### src/rtl/dp_ram_stream_reader.sv
// Streams a run of consecutive words out of simple_dp_ram's read port as a valid/ready stream.
// Optional continuous re-reading of the run is enabled with DP_STREAM_READER_LOOP_EN.
module dp_ram_stream_reader #(
    parameter int WIDTH = 32,
    parameter int DEPTH = 10
) (
    input  logic             clk,
    input  logic             rst,
    input  logic             start,
    input  logic [DEPTH-1:0] base,
    input  logic [DEPTH:0]   len,
`ifdef DP_STREAM_READER_LOOP_EN
    input  logic             loop,
`endif
    output logic [DEPTH-1:0] ram_a,
    output logic             ram_rd,
    input  logic [WIDTH-1:0] ram_q,
    output logic [WIDTH-1:0] m_data,
    output logic             m_valid,
    input  logic             m_ready,
    output logic             m_last,
    output logic             busy,
    output logic             done
);

    typedef enum logic {IDLE, RUN} state_t;

    localparam logic [DEPTH-1:0] A_ONE = 1;
    localparam logic [DEPTH:0]   C_ONE = 1;

    state_t           state;
    logic [DEPTH:0]   issue_cnt;
    logic [DEPTH:0]   beat_cnt;
    logic             inflight;
    logic [WIDTH-1:0] fifo [3];
    logic [1:0]       wr_ptr, rd_ptr, occ;
    logic             push, pop, last_issue, last_beat;
`ifdef DP_STREAM_READER_LOOP_EN
    logic [DEPTH-1:0] base_q;
    logic [DEPTH:0]   len_q;
    logic [1:0]       passes;
`endif

    function automatic logic [1:0] ptr_inc(input logic [1:0] p);
        return (p == 2'd2) ? 2'd0 : p + 2'd1;
    endfunction

    // Issue decision uses only registered occupancy, keeping m_ready out of the read path.
    assign ram_rd     = (state == RUN) && (issue_cnt != '0) &&
                        (({1'b0, occ} + {2'b0, inflight}) < 3'd3);
    assign push       = inflight;
    assign m_valid    = (occ != 2'd0);
    assign pop        = m_valid && m_ready;
    assign m_data     = m_valid ? fifo[rd_ptr] : '0;
    assign m_last     = m_valid && (beat_cnt == C_ONE);
    assign busy       = (state == RUN);
    assign last_issue = ram_rd && (issue_cnt == C_ONE);
    assign last_beat  = pop && (beat_cnt == C_ONE);

    always_ff @(posedge clk) begin
        if (push)
            fifo[wr_ptr] <= ram_q;
    end

    always_ff @(posedge clk) begin
        if (rst) begin
            state     <= IDLE;
            ram_a     <= '0;
            issue_cnt <= '0;
            beat_cnt  <= '0;
            inflight  <= 1'b0;
            wr_ptr    <= 2'd0;
            rd_ptr    <= 2'd0;
            occ       <= 2'd0;
            done      <= 1'b0;
`ifdef DP_STREAM_READER_LOOP_EN
            base_q    <= '0;
            len_q     <= '0;
            passes    <= 2'd0;
`endif
        end else begin
            done     <= 1'b0;
            inflight <= ram_rd;
            if (push)
                wr_ptr <= ptr_inc(wr_ptr);
            if (pop)
                rd_ptr <= ptr_inc(rd_ptr);
            occ <= occ + {1'b0, push} - {1'b0, pop};

            case (state)
                IDLE: begin
                    if (start) begin
                        ram_a     <= base;
                        issue_cnt <= len;
                        beat_cnt  <= len;
`ifdef DP_STREAM_READER_LOOP_EN
                        base_q    <= base;
                        len_q     <= len;
                        passes    <= 2'd0;
`endif
                        if (len == '0)
                            done <= 1'b1;
                        else
                            state <= RUN;
                    end
                end
                RUN: begin
                    if (ram_rd) begin
`ifdef DP_STREAM_READER_LOOP_EN
                        if (last_issue && loop) begin
                            ram_a     <= base_q;
                            issue_cnt <= len_q;
                        end else
`endif
                        begin
                            ram_a     <= ram_a + A_ONE;
                            issue_cnt <= issue_cnt - C_ONE;
                        end
                    end
                    if (pop) begin
                        beat_cnt <= beat_cnt - C_ONE;
                        if (last_beat) begin
`ifdef DP_STREAM_READER_LOOP_EN
                            // Passes already issued behind this one keep the run going.
                            if (passes != 2'd0)
                                beat_cnt <= len_q;
                            else
`endif
                            begin
                                state <= IDLE;
                                done  <= 1'b1;
                            end
                        end
                    end
`ifdef DP_STREAM_READER_LOOP_EN
                    passes <= passes + {1'b0, (last_issue && loop)}
                                     - {1'b0, (last_beat && (passes != 2'd0))};
`endif
                end
                default: state <= IDLE;
            endcase
        end
    end

endmodule

### config.mk
export PLATFORM = sky130hd
export DESIGN_NAME = dp_ram_stream_reader
export DESIGN_NICKNAME = d
export VERILOG_FILES = /design/src/rtl/dp_ram_stream_reader.sv
export SDC_FILE = /design/constraint.sdc
export NUM_CORES = 1
export LEC_CHECK = 0
export CAP_MARGIN = 40
export CORE_MARGIN = 8
export CORE_UTILIZATION = 53
export DETAILED_ROUTE_END_ITERATION = 8
export PLACE_DENSITY = 0.79
export SETUP_SLACK_MARGIN = 0.5
export SYNTH_ARGS = -nofsm -noshare
export SYNTH_HDL_FRONTEND = slang
export SYNTH_SLANG_ARGS = --single-unit
### constraint.sdc
create_clock -name clk -period 9.7 [get_ports clk]
set_clock_uncertainty 0.15 [all_clocks]
set_input_delay 1.455 -clock clk [delete_from_list [all_inputs] [get_ports clk]]
set_output_delay 1.455 -clock clk [all_outputs]
set_load 0.03 [all_outputs]
Word level (Yosys, flattened, before mapping)
Memory sizes are Yosys's and may differ from the RTL's. A register that Yosys moved wholly into a read port is not among the register bits. Cells that the tools add are included.

$add $sub $neg: 8. Magnitude comparators: 1. Eq/ne operators: 6. Mux-type cells: 25. Bitwise operators: 1. Reduce and logical (&&, ||, !) cells: 10.

Operators by type and width (number): 11-bit one-hot mux with 2 select lines (2); 11-bit 2-to-1 mux (3); 32-bit 2-to-1 mux (1); 11-bit by 1-bit subtractor with 11-bit output, second input constant (2); 10-bit 2-to-1 mux (2); 10-bit one-hot mux with 2 select lines (1); 11-bit by 1-bit equality test with 1-bit output, second input constant (1); 11-bit logical NOT (1); 11-bit nonzero test (1); 10-bit by 1-bit adder with 10-bit output, second input constant (1); 1-bit 2-to-1 mux (10); 2-bit 2-to-1 mux (4); 1-bit logical AND (5); 2-bit by 1-bit adder with 2-bit output, second input constant (2); 2-bit equality test, second input constant (2); 2-bit != test, second input constant (2); 1-bit one-hot mux with 2 select lines (2); 2-bit AND reduction (2); 2-bit by 1-bit adder with 3-bit output (1); 3-bit by 2-bit < comparator with 1-bit output, second input constant (1); 2-bit by 1-bit adder with 2-bit output (1); 2-bit by 1-bit != test with 1-bit output, second input constant (1); 2-bit nonzero test (1); 2-bit by 1-bit subtractor with 2-bit output (1); 1-bit inverter (1).

Flip-flop bits (word level): 41. RAM bits: 96. Bits of input ports: 57. Output and inout bits: 47. Logic and storage cells: 61. Memories: 1.

Memory list: fifo (depth 3, width 32, read ports 1, clocked after memory_dff 1, write ports 1, RTL line 35) `logic [WIDTH-1:0] fifo [3];`.

Logic depth before layout (Yosys ltp)
Depth in word-level cells: 6. Depth in mapped cells: 8. Mapped depth without buffers: 8.

Worst setup path after synthesis
Ideal clock, no wire load.

Kind: reg2reg. Start: register inflight. End: memory fifo[2][0], enable pin. Setup time: 0.468 ns. Arrival: 2.834 ns. Required time: 9.082 ns. Path slack: 6.248 ns. Cell stages (with the launch flop): 3. Path buffers: 0. Cells stage by stage: dfxtp_1 inv_1 nor3b_1.

Cells in the longest elaborated chain, start to end: 2.

RTL lines: start, declared (RTL line 34) `logic inflight;`; start signal, assigned (RTL line 83) `inflight <= ram_rd;`; 1-bit 2-to-1 mux (RTL line 61) `if (push)`; 1-bit 2-to-1 mux (not written as such) (RTL line 62) `fifo[wr_ptr] <= ram_q;`; end, declared (RTL line 35).

Every way passes these cells.

Worst setup path in the final report
Start: register occ[0]. End: output port ram_rd.

Cells in the longest elaborated chain, start to end: 3.

RTL lines: start, declared (RTL line 36) `logic [1:0] wr_ptr, rd_ptr, occ;`; start signal, assigned (RTL line 88) `occ <= occ + {1'b0, push} - {1'b0, pop};`; 2-bit by 1-bit adder with 3-bit output (RTL line 50) `(({1'b0, occ} + {2'b0, inflight}) < 3'd3);`; 3-bit by 2-bit < comparator with 1-bit output (RTL line 50); 1-bit logical AND (RTL line 49) `assign ram_rd = (state == RUN) && (issue_cnt != '0) &&`; end, declared (RTL line 16) `output logic ram_rd,`.

Every way passes these cells.

==> qor.log <==
qor: floorplan.core_box_area 0.0115 mm^2
qor: synth.ys_types 66
qor: global_routing.grt_antenna_before_repair 0
qor: finish.final_cells 806
qor: sta.fmax 232 MHz
qor: placement.final_wtd_congestion 0.805
qor: critical_path.largest_driver_fanout_on_the_critical_path 6
qor: clocking.clkTransAtPathRegs 60 ps
qor: clocking.insertion_delay 420 ps
qor: synth.post_synth_inst_count 554
qor: finish.multi_input_area 0.00234 mm^2
qor: synth.post-synth-top-area-cell sky130_fd_sc_hd__edfxtp_1
qor: floorplan.std_cell_rows 39
qor: sta.report.final.slew_viol_count 0
qor: sta.timing.final.hold_violations 0
qor: finish.finalInstanceArea 0.00802 mm^2
qor: floorplan.start_util 54.5%
qor: critical_path.slowest_delay 670 ps
qor: finish.layout.cells.most_common sky130_fd_sc_hd__clkdlybuf4s50_1
qor: critical_path.critical_path_class reg2out
qor: power.power_density 233 mW/mm^2
qor: clocking.clk_path_buf_depth 2
qor: routing.drt-pass1-iter-count 7
qor: finish.nets 715
qor: global_routing.pin_count_of_the_biggest_net_entering_global_routing 46
qor: power.p_total 1.87 mW
qor: floorplan.dieHeight 125 um
qor: synth.leading_register_cell_type_out_of_synthesis sky130_fd_sc_hd__edfxtp_1
qor: sta.hold_slack 316 ps
qor: clocking.cts.repair_timing.setup_buffer_count 0
qor: critical_path.cp_max_stage_cell sky130_fd_sc_hd__clkdlybuf4s50_1
qor: clocking.clock_h_tree_levels 4
qor: synth.postSynthNetCount 619
qor: synth.post_synth_top_area_share 45.9%
qor: clocking.post_cts.resized_instances 0
qor: synth.yosys_warnings 0
qor: finish.fillerInstances 835
qor: placement.placed_area 0.00750 mm^2
qor: finish.diodes 0
qor: sta.slew_headroom 41.3%
qor: synth.ys_seq_elements 139
qor: global_routing.groute.usage.overall 19.6%
qor: global_routing.wire_length_of_the_first_global_routing_pass 24.5 mm
qor: finish.drive_above_1_share 9.65%
qor: sta.final_min_period_over_clock_period 44.5%
qor: finish.areaGrowthSynthToFinish 27.7%
qor: routing.drt-initial-drc-count 402
qor: job.timing.max_cap.violations 0
qor: clocking.tritoncts yes
qor: floorplan.num_io_pins 104
qor: finish.layout.cells.most_common_list 103 x sky130_fd_sc_hd__clkdlybuf4s50_1, 96 x sky130_fd_sc_hd__edfxtp_1, 86 x sky130_fd_sc_hd__nor2_1
qor: global_routing.grt_overflow 0
qor: sta.worstMarginPinSlew 879 ps
qor: synth.post_synth_main_area_contributors sky130_fd_sc_hd__edfxtp_1 46%, sky130_fd_sc_hd__dfxtp_1 14%, sky130_fd_sc_hd__mux2i_1 5.6%, sky130_fd_sc_hd__nor2_1 5.3%, sky130_fd_sc_hd__a21oi_1 4.2%
qor: power.ir_drop 0.000153 V
qor: global_routing.grt_pass1_vias 4873
qor: synth.asyncSetResetFlopFracSynth 0%
qor: clocking.cts_root_cell sky130_fd_sc_hd__clkbuf_16
qor: floorplan.die_area 0.0156 mm^2
qor: routing.routed-via-count 4835
qor: sta.timing.final.crit_period 4310 ps
qor: sta.grt_setup_unrepaired no
qor: sta.setup-violations-final 0
qor: synth.synth_area_per_cell 11.3 um^2
qor: critical_path.endpoint_kind output port
qor: placement.placed_cells 774
qor: critical_path.worst-endpoint-arrival 2710 ps
qor: finish.ff_latch_area 0.00375 mm^2
qor: min_path.holdCritPathClass reg2reg
qor: clocking.number_of_buffers_added_by_the_clock_tree_synthesis_step 17
qor: placement.place.port_buffers 103
qor: critical_path.crit_chain ha_1 > ha_1 > and2_0 > nor2_1 > and2_4 > clkdlybuf4s50_1
qor: run_status.status finished clean
qor: synth.synth_edf_count 96
qor: placement.place.detailed.hpwl 9.95 mm
qor: routing.wl 15.5 mm
qor: power.power.static_leakage 2.76 nW
qor: clocking.clock_sinks 139
qor: sta.total_neg_setup_slack 0 ps
qor: critical_path.cp_launch_type register
qor: routing.drt-vias-per-instance 6.00
qor: critical_path.required 8100 ps
qor: critical_path.worst_path_most_repeated_cell sky130_fd_sc_hd__ha_1
qor: routing.drtAntennaViolNets 0
qor: routing.route.detailed.drc 0
qor: synth.synth_sequential_area_ratio 59.6%
qor: synth.mappedNetlistArea 0.00628 mm^2
qor: clocking.postCtsHoldBufs 0
qor: floorplan.fp.dieW 125 um
qor: routing.routedWlPerCell 19.2 um
==> final timing paths <==
path	cells after the start	slack, ps	start	to
worst min register to register	1	320	beat_cnt[9]	beat_cnt[9]
worst max register to register	5	7170	busy	ram_a[0]
worst min-delay path	1	320	beat_cnt[9]	beat_cnt[9]
worst max-delay path	6	5390	occ[0]	ram_rd
==> per-stage QoR <==
| step | setup slack [ps] | util [%] |
|---|---|---|
| 3_5_place_dp | 5850 | 65.1 |
| 4_1_cts | 5400 | 69.7 |
| 5_1_grt | 5250 | 69.7 |
| 6_report | 5390 | 69.7 |
| 3_3_place_gp | 5850 | 64.2 |
| 2_1_floorplan | 6250 | - |
==> synth_stat cells, drive strengths merged (2+ instances only) <==
library cell  instances
nand2b                3
buf                  12
nand3                 9
ha                    8
or3                   4
o21a                  3
a21oi                54
nor3b                 2
o311ai                3
o211ai                6
nor2                 88
and3                  4
o32ai                15
nor3                 11
clkbuf               23
a31oi                 4
o211a                 2
a221oi                7
inv                  14
o21ai                11
a22oi                 2
nor4                  7
nand4                 5
o221a                 6
mux2i                35
or4                   2
nor2b                 5
o31ai                 4
or2                   3
o31a                  2
dfxtp                43
nand2                30
edfxtp               96
a211oi                7
and2                  4
a2bb2oi               4
==> kinds of logic after synthesis <==
logic type      after synthesis  synth area share, %
simple gates                182                 14.3
xor+xnor                      2                0.279
fa+ha+maj                     8                 1.59
flops                       139                 59.6
buf+inv                      50                 3.39
mux                          35                 5.58
compound gates              138                 15.3
==> power breakdown <==
part	internal, mW	switching (mW)	leakage (nW)
Combinational	0.236	0.341	1.28
Clock	0.326	0.247	0.260
Sequential	0.672	0.0432	1.22
==> area by class of cell <==
class                           count  share of cell area (%)
Multi-Input combinational cell    365                    29.2
Timing Repair Buffer              112                    14.6
Clock buffer                       18                    5.35
Sequential cell                   139                    46.7
Clock inverter                     14                    1.20
Tap cell                          143                    2.23
Inverter                           15                   0.702
==> sequential cells by signal, indices dropped and copies added (netlist names), named ones only <==
| register | cells |
|---|---|
| beat_cnt | 11 |
| busy | 1 |
| done | 1 |
| fifo | 96 |
| inflight | 1 |
| issue_cnt | 11 |
| occ | 2 |
| ram_a | 10 |
| rd_ptr | 2 |
| wr_ptr | 2 |
==> per-layer routing <==
metal  share of wire (%)  track usage, %  up-vias
met4                 1.4            6.95        0
li1                    -               -     2294
met2                  50            32.5      179
met3                 6.1            5.86       23
met5                   0               0        -
met1                  43            23.8     2339
==> critical path: cells and delay by family (launching register included) <==
family                     cells  cell delay [ps]
adders and majority gates      2              430
buffers and inverters          1              670
and+or+nand+nor                3              710
DFF                            1              480
No activity file was read; power rests on OpenSTA's default activity.
